$ cat src/rtl/mc_sequencer_pkg.sv
// Shared definitions for the multi-cycle sequencer: phase state codes and
// the default instruction size.
package mc_sequencer_pkg;

  localparam int STATE_W             = 3;
  localparam int DEFAULT_INSTR_BYTES = 4;

  typedef enum logic [STATE_W-1:0] {
    ST_IDLE    = 3'd0,
    ST_FETCH   = 3'd1,
    ST_DECODE  = 3'd2,
    ST_EXECUTE = 3'd3,
    ST_MEM     = 3'd4,
    ST_WB      = 3'd5,
    ST_HALT    = 3'd6
  } state_t;

endpackage

$ cat src/rtl/mc_sequencer_pc_unit.sv
// Program counter with next-PC selection. The FSM supplies the load enable
// and the target/sequential select; the target is aligned to an instruction
// boundary by clearing its low address bits.
module mc_sequencer_pc_unit
  import mc_sequencer_pkg::*;
#(
  parameter int              XLEN        = 32,
  parameter logic [XLEN-1:0] PC_RESET    = '0,
  parameter int              INSTR_BYTES = DEFAULT_INSTR_BYTES
) (
  input  logic            clk,
  input  logic            nreset,
  input  logic            load,
  input  logic            sel_target,
  input  logic [XLEN-1:0] target,
  output logic [XLEN-1:0] pc
);

  localparam logic [XLEN-1:0] STEP       = XLEN'(INSTR_BYTES);
  localparam logic [XLEN-1:0] ALIGN_MASK = ~(STEP - XLEN'(1));

  logic [XLEN-1:0] seq_pc;
  logic [XLEN-1:0] aligned_target;
  logic [XLEN-1:0] next_pc;

  // Sequential successor wraps naturally modulo 2^XLEN; target is forced
  // onto an instruction boundary before it can reach the PC.
  always_comb begin
    seq_pc         = pc + STEP;
    aligned_target = target & ALIGN_MASK;
    next_pc        = sel_target ? aligned_target : seq_pc;
  end

  // PC register: only moves when an instruction completes.
  always_ff @(posedge clk or posedge nreset) begin
    if (nreset) begin
      pc <= PC_RESET;
    end else if (load) begin
      pc <= next_pc;
    end
  end

endmodule

$ cat src/rtl/mc_sequencer.sv
// Multi-cycle CPU sequencer. An explicit phase FSM walks each instruction
// through FETCH/DECODE/EXECUTE and, depending on its class, MEM and/or WB.
// Both memories are handshaked, so FETCH and MEM can stretch for any number
// of wait cycles. All strobes and requests are registered.
module mc_sequencer
  import mc_sequencer_pkg::*;
#(
  parameter int              XLEN        = 32,
  parameter logic [XLEN-1:0] PC_RESET    = '0,
  parameter int              INSTR_BYTES = DEFAULT_INSTR_BYTES,
  parameter int              CNT_W       = 16
) (
  input  logic               clk,
  input  logic               nreset,
  output logic               imem_req,
  output logic [XLEN-1:0]    imem_addr,
  input  logic               imem_ack,
  input  logic [XLEN-1:0]    imem_rdata,
  output logic [XLEN-1:0]    ir,
  input  logic               is_load,
  input  logic               is_store,
  input  logic               is_branch,
  input  logic               is_jump,
  input  logic               is_halt,
  input  logic               branch_taken,
  input  logic [XLEN-1:0]    target,
  output logic               rf_re,
  output logic               rf_we,
  output logic               dmem_req,
  output logic               dmem_we,
  input  logic               dmem_ack,
  output logic [XLEN-1:0]    pc,
  output logic [STATE_W-1:0] state,
  output logic               retire,
  output logic [CNT_W-1:0]   retired_cnt,
  output logic               halted
);

  state_t st;

  logic mem_op;
  logic ctl_op;
  logic take_target;
  logic complete;

  // Instruction classification and the completion condition. Memory ops
  // take precedence over control-flow flags when the decoder reports both.
  always_comb begin
    mem_op      = is_load | is_store;
    ctl_op      = is_branch | is_jump;
    take_target = 1'b0;
    complete    = 1'b0;
    unique case (st)
      ST_EXECUTE: begin
        complete    = !mem_op && ctl_op;
        take_target = !mem_op && (is_jump || (is_branch && branch_taken));
      end
      ST_MEM:  complete = dmem_ack && dmem_we;
      ST_WB:   complete = 1'b1;
      default: complete = 1'b0;
    endcase
  end

  mc_sequencer_pc_unit #(
    .XLEN        (XLEN),
    .PC_RESET    (PC_RESET),
    .INSTR_BYTES (INSTR_BYTES)
  ) u_pc_unit (
    .clk        (clk),
    .nreset     (nreset),
    .load       (complete),
    .sel_target (take_target),
    .target     (target),
    .pc         (pc)
  );

  assign imem_addr = pc;
  assign state     = st;

  // Phase FSM with registered strobes, IR capture and retirement counting.
  always_ff @(posedge clk or posedge nreset) begin
    if (nreset) begin
      st          <= ST_IDLE;
      ir          <= '0;
      retired_cnt <= '0;
      imem_req    <= 1'b0;
      rf_re       <= 1'b0;
      rf_we       <= 1'b0;
      dmem_req    <= 1'b0;
      dmem_we     <= 1'b0;
      retire      <= 1'b0;
      halted      <= 1'b0;
    end else begin
      rf_re  <= 1'b0;
      rf_we  <= 1'b0;
      retire <= 1'b0;

      if (complete) begin
        retire      <= 1'b1;
        retired_cnt <= retired_cnt + CNT_W'(1);
      end

      unique case (st)
        ST_IDLE: begin
          st       <= ST_FETCH;
          imem_req <= 1'b1;
        end

        ST_FETCH: begin
          if (imem_ack) begin
            ir       <= imem_rdata;
            imem_req <= 1'b0;
            rf_re    <= 1'b1;
            st       <= ST_DECODE;
          end
        end

        ST_DECODE: begin
          if (is_halt) begin
            halted <= 1'b1;
            st     <= ST_HALT;
          end else begin
            st <= ST_EXECUTE;
          end
        end

        ST_EXECUTE: begin
          if (mem_op) begin
            dmem_req <= 1'b1;
            dmem_we  <= is_store;
            st       <= ST_MEM;
          end else if (ctl_op) begin
            imem_req <= 1'b1;
            st       <= ST_FETCH;
          end else begin
            rf_we <= 1'b1;
            st    <= ST_WB;
          end
        end

        ST_MEM: begin
          if (dmem_ack) begin
            dmem_req <= 1'b0;
            dmem_we  <= 1'b0;
            if (dmem_we) begin
              imem_req <= 1'b1;
              st       <= ST_FETCH;
            end else begin
              rf_we <= 1'b1;
              st    <= ST_WB;
            end
          end
        end

        ST_WB: begin
          imem_req <= 1'b1;
          st       <= ST_FETCH;
        end

        ST_HALT: begin
          st <= ST_HALT;
        end

        default: begin
          imem_req <= 1'b0;
          dmem_req <= 1'b0;
          dmem_we  <= 1'b0;
          st       <= ST_IDLE;
        end
      endcase
    end
  end

endmodule

$ cat config.mk
export PLATFORM = sky130hd
export DESIGN_NAME = mc_sequencer
export DESIGN_NICKNAME = d
export VERILOG_FILES = /design/src/rtl/mc_sequencer_pkg.sv /design/src/rtl/mc_sequencer_pc_unit.sv /design/src/rtl/mc_sequencer.sv
export SDC_FILE = /design/constraint.sdc
export NUM_CORES = 1
export LEC_CHECK = 0
export BUFFER_PORTS_ARGS = -buffer_cell sky130_fd_sc_hd__buf_2
export CORE_UTILIZATION = 35
export CTS_BUF_LIST = sky130_fd_sc_hd__clkbuf_2
export CTS_CLUSTER_DIAMETER = 30
export CTS_CLUSTER_SIZE = 12
export DETAILED_ROUTE_END_ITERATION = 7
export PLACE_DENSITY = 0.62
export SLEW_MARGIN = 25
export SYNTH_ARGS = -nofsm -noshare
export SYNTH_HDL_FRONTEND = slang
export SYNTH_SLANG_ARGS = --single-unit
$ cat constraint.sdc
create_clock -name clk -period 3 [get_ports clk]
set_clock_uncertainty 0.2 [all_clocks]
set_input_delay 0.3 -clock clk [delete_from_list [all_inputs] [get_ports clk]]
set_output_delay 0.3 -clock clk [all_outputs]
set_load 0.03 [all_outputs]
# Word-level counts from Yosys, hierarchy flattened
# Cells that the tools add are included.
# word_totals
reg_bits	90
in_bits	74
# classes
mux	29
add_sub_neg	2
n_reduce_logical	15
bitwise_logic	4
eq_ne	12
# op_table
operator	n
$add 32x3->32 const B	1
$mux 32	1
$mux 3	6
$pmux 3 s6	1
$add 16x1->16 const B	1
$mux 1	16
$ne 2x2->1 const B	6
$eq 3x3->1 const B	3
$pmux 1 s3	3
$eq 3x2->1 const B	2
$reduce_and 2->1	3
$reduce_and 6->1	1
$pmux 1 s5	1
$reduce_or 5->1	1
$logic_and 1x1->1	4
$reduce_or 2->1	2
$eq 3x1->1 const B	1
$logic_not 3->1	1
$reduce_and 3->1	1
$not 1->1	2
$or 1x1->1	2
$pmux 1 s2	1
$logic_not 1->1	1
$logic_or 1x1->1	1

# Longest topological paths before layout
# logic_depth
ltp_word	5
ltp_mapped	8
mapped_depth_nobuf	6

# Modules after synthesis
# Synthesis repeated with hierarchy kept, for this count alone.
# hier_totals
hier_cells	479
area_unflattened_um2	4858.4
# by_module_without_submodules
mod	cells_each	n_inst	area_per_inst_um2
mc_sequencer	220	1	2701.3
mc_sequencer_pc_unit	259	1	2157.1

# Least setup slack after synthesis
# No wires, ideal clock.
# synth_path
kind	flip-flop to flip-flop
from	register u_pc_unit.pc[2]
to	register u_pc_unit.pc[18]
synth_period_minus_slack_ns	2.292
setup_slack_ns	0.708
stages_incl_launch_ff	8
t_arrival_ns	1.966
setup_ns	0.126
path_cell_list	dfrtp_1 -> ha_1 -> nand4_1 -> nor3_1 -> buf_2 -> nand3_1 -> a21o_1 -> a221o_1
# synth_via
elab_chain_len	2
# synth_rtl
element	line_no	text
start: declaration	mc_sequencer_pc_unit.sv:16	output logic [XLEN-1:0] pc
start signal: assignment	mc_sequencer_pc_unit.sv:39	pc <= next_pc;
$add 32x3->32	mc_sequencer_pc_unit.sv:29	seq_pc = pc + STEP;
$mux 32	mc_sequencer_pc_unit.sv:31	next_pc = sel_target ? aligned_target : seq_pc;
# Every way passes these cells.
# A chain may end at the register's enable or synchronous reset.

# Worst setup path after layout
# layout_path
from	register st[0], in the netlist state[0]
to	register u_pc_unit.pc[13]
# layout_via
elab_chain_len	3
elab_cells_between_ends	6
cone_classes	eq/ne (3); mux (3)
# layout_rtl
element	line_no	text
start: declaration	mc_sequencer.sv:39	state_t st;
start signal: assignment	mc_sequencer.sv:83	st <= ST_IDLE;
start signal: assignment	mc_sequencer.sv:105	st <= ST_FETCH;
start signal: assignment	mc_sequencer.sv:114	st <= ST_DECODE;
$eq 3x2->1	mc_sequencer.sv:53	unique case (st)
$mux 1	mc_sequencer.sv:53	
$mux 32	mc_sequencer_pc_unit.sv:31	
# Parallel ways exist; a longest one is shown, timed or not.

==> flow_summary.toml <==
[placed_design]
dp_hpwl_um = 8610
gp_congestion = 0.853
port_buffers = 189
dpl.cell_count = 760

[synthesis]
synth_top_flop_cell = "dfrtp_1"
synth_async_sr_flop_share_pct = 100
ys_types = 56
syn_area_per_cell_um2 = 10.3
ys_seq_elements = 88
netlist_area_um2 = 4540
yosys_warnings = 0
syn_inst = 441
synth-edff-count = 0
ys_seq_area_share_pct = 48.6

[cts]
clk_latency_ns = 0.60
cts_max_path_buffers = 2
cts_resized = 0
tritoncts = "yes"
clock_sinks = 88
root_buffer = "clkbuf_2"
cts_buffers = 9
ctsHtreeMaxLevel = 3
clk_pin_slew_ns = 0.25
post_cts_buffers = 0

[critical_path]
cpMaxStageDelayCell = "dfrtp_1"
slowest_delay_ns = 0.67
cp_num_buf_inv = 2
critPathTopFamily = "compound AO/OA/AOI/OAI gates"
worstPathCellList = "nand3b_4 > o32a_4 > inv_2 > buf_4 > o21ai_0 > a22oi_1 > o21ai_0"
cp_common_cell = "o21ai_0"
critPathKind = "reg2reg"
endpoint_kind = "flip-flop"
arrival_ns = 2.86
path_max_fanout = 22
critPathLaunchType = "flip-flop"
required_ns = 3.31

[timing]
worstMarginPinSlew_ns = 0.771
fmax_mhz = 392
finalHoldViolations = 0
fin_setup_tns_ns = 0
slew_headroom_pct = 48.2
hold_slack_ns = 0.109
finalCriticalPeriod_ns = 2.55
slew_viol_final = 0
setup_viol = 0
grt_setup_unrepaired = "false"
post-route-period-util_pct = 85.1

[routing]
ant_nets = 0
via_per_inst = 5.09
route.detailed.drc = 0
vias = 4310
avgRoutedWirePerCell_um = 15.3
drt_iter0_drc = 266
wl_um = 13000
drt_pass1_iterations = 7

[run_status]
status = "finished clean"

[pwr]
peakVddDrop_mv = 0.472
power_density_nw_per_um2 = 920
power_w = 0.00578
p_leak_nw = 2.99

[finish]
layout.nets = 746
drive_gt1_share_pct = 38.7
num_antenna_cells = 0
area_delta_synth_final_pct = 38.4
layout.cells.non_filler = 846

[floorplan]
ioPinCount = 196
core_um2 = 12600
initial_utilization_pct = 35.9
rows = 41
die_w_um = 116
die_area_um2 = 13400
die_h_um = 116

[grt]
grt_max_degree = 52
first_global_vias = 4079
grtUsageTotal_pct = 19.4
antenna_found_initial = 0
grt_pass1_wl_um = 19900
grt-ovfl-total = 0

[worst_hold_path]
hold_class = "in2async"

[job]
maxCapViolCount = 0
==> per-layer routing <==
layer	vias up	track usage (%)	share of wire (%)
met1	2090	23.8	40
met5	-	0	0
met2	154	32.1	51
li1	2029	-	-
met3	37	3.19	4.8
met4	0	12.1	3.6
==> area by class of cell <==
cell class / instances / area, um^2
repair buffers: 271 / 1750
clock inverters: 6 / 85.1
fillers: 1210 / 6340
inverters: 10 / 38.8
well taps: 172 / 215
flip-flops and latches: 88 / 2200
clock buffers: 9 / 45.0
multi-input cells: 290 / 1940
==> synthesized netlist by cell type (2+ instances only) <==
cell,n,area (um^2)
and4_1,2,17.5
inv_1,9,33.8
a311oi_1,5,43.8
a22oi_1,3,22.5
buf_2,12,60.1
nand3_1,17,85.1
a41o_1,2,20.0
o21ai_0,21,105
nand2_1,31,116
o221a_2,4,45.0
a31oi_1,4,25.0
mux2_2,33,372
dfrtp_1,88,2200
nand4_1,18,113
clkbuf_1,7,26.3
a21o_1,5,37.5
and2_1,5,31.3
and3_1,7,43.8
nor2_1,23,86.3
nor3_1,19,95.1
o22ai_1,10,62.6
a21oi_1,32,160
xnor2_1,13,114
ha_1,2,25.0
xor2_1,3,26.3
buf_4,36,270
==> where the power goes <==
group          internal [W]  switching, W
logic               0.00105       0.00199
clock network      0.000268      0.000430
registers           0.00161      0.000426
total               0.00293       0.00285
==> worst paths after layout <==
path / startpoint / to / slack (ns) / depth (start not counted)
max: state[0] / u_pc_unit.pc[13] / 0.45 / 7
min: nreset / ir[25] / 0.11 / 3
max reg2reg: state[0] / u_pc_unit.pc[13] / 0.45 / 7
min reg2reg: retired_cnt[15] / retired_cnt[15] / 0.28 / 1
max in group asynchronous: nreset / retired_cnt[15] / 1.75 / 4
min in group clk: imem_rdata[31] / ir[31] / 0.25 / 3
==> logic make-up (layout without fill, tap and decap cells) <==
kind of cell	after synthesis	count (layout)	synth area share (%)
multiplexers	33	33	8.19
buffers and inverters	66	296	8.94
AO/OA/AOI/OAI	100	100	14.5
adder cells (fa/ha/maj)	2	2	0.552
XOR/XNOR	16	16	3.09
other	1	4	0.0827
flip-flops	88	88	48.6
AND/OR/NAND/NOR	135	135	16.1
==> repair_timing <==
action | 4_1_cts | 5_1_grt
hold buffers | 71 | 0
endpoints found under the setup margin | 0 | 0
endpoints found under the hold margin | 106 | 0
==> placed cells by master (no fill, tap or decap), drive strengths merged, types with 18 or more instances in the layout <==
cell type    instances
a21oi               32
buf                200
dfrtp               88
dlygate4sd3         71
mux2                33
nand2               31
nand4               18
nor2                24
nor3                20
o21ai               21
==> sequential cells by signal (all words and copies together) (netlist names) <==
register and count:
dmem_we 1, retire 1, rf_we 1, rf_re 1
dmem_req 1, imem_req 1, ir 32, halted 1
retired_cnt 16, state 3, u_pc_unit.pc 30
==> worst reg2reg max path: stages, from the launching register on <==
cell and delay (ns):
dfrtp_1 0.67, nand3b_4 0.15, o32a_4 0.55, inv_2 0.19, buf_4 0.29, o21ai_0 0.15
a22oi_1 0.15, o21ai_0 0.11
==> stage by stage <==
| stage | util [%] | instance area (um^2) | worst slack [ns] |
|---|---|---|---|
| global route | 49.7 | 6280 | 0.262 |
| finish | 49.7 | 6280 | 0.448 |
| CTS | 49.7 | 6280 | 0.460 |
| global placement | 43.1 | 5440 | 0.535 |
| detailed placement | 43.1 | 5440 | 0.525 |
| floorplan | - | 4550 | 0.221 |
(Power assumes the default switching activity.)
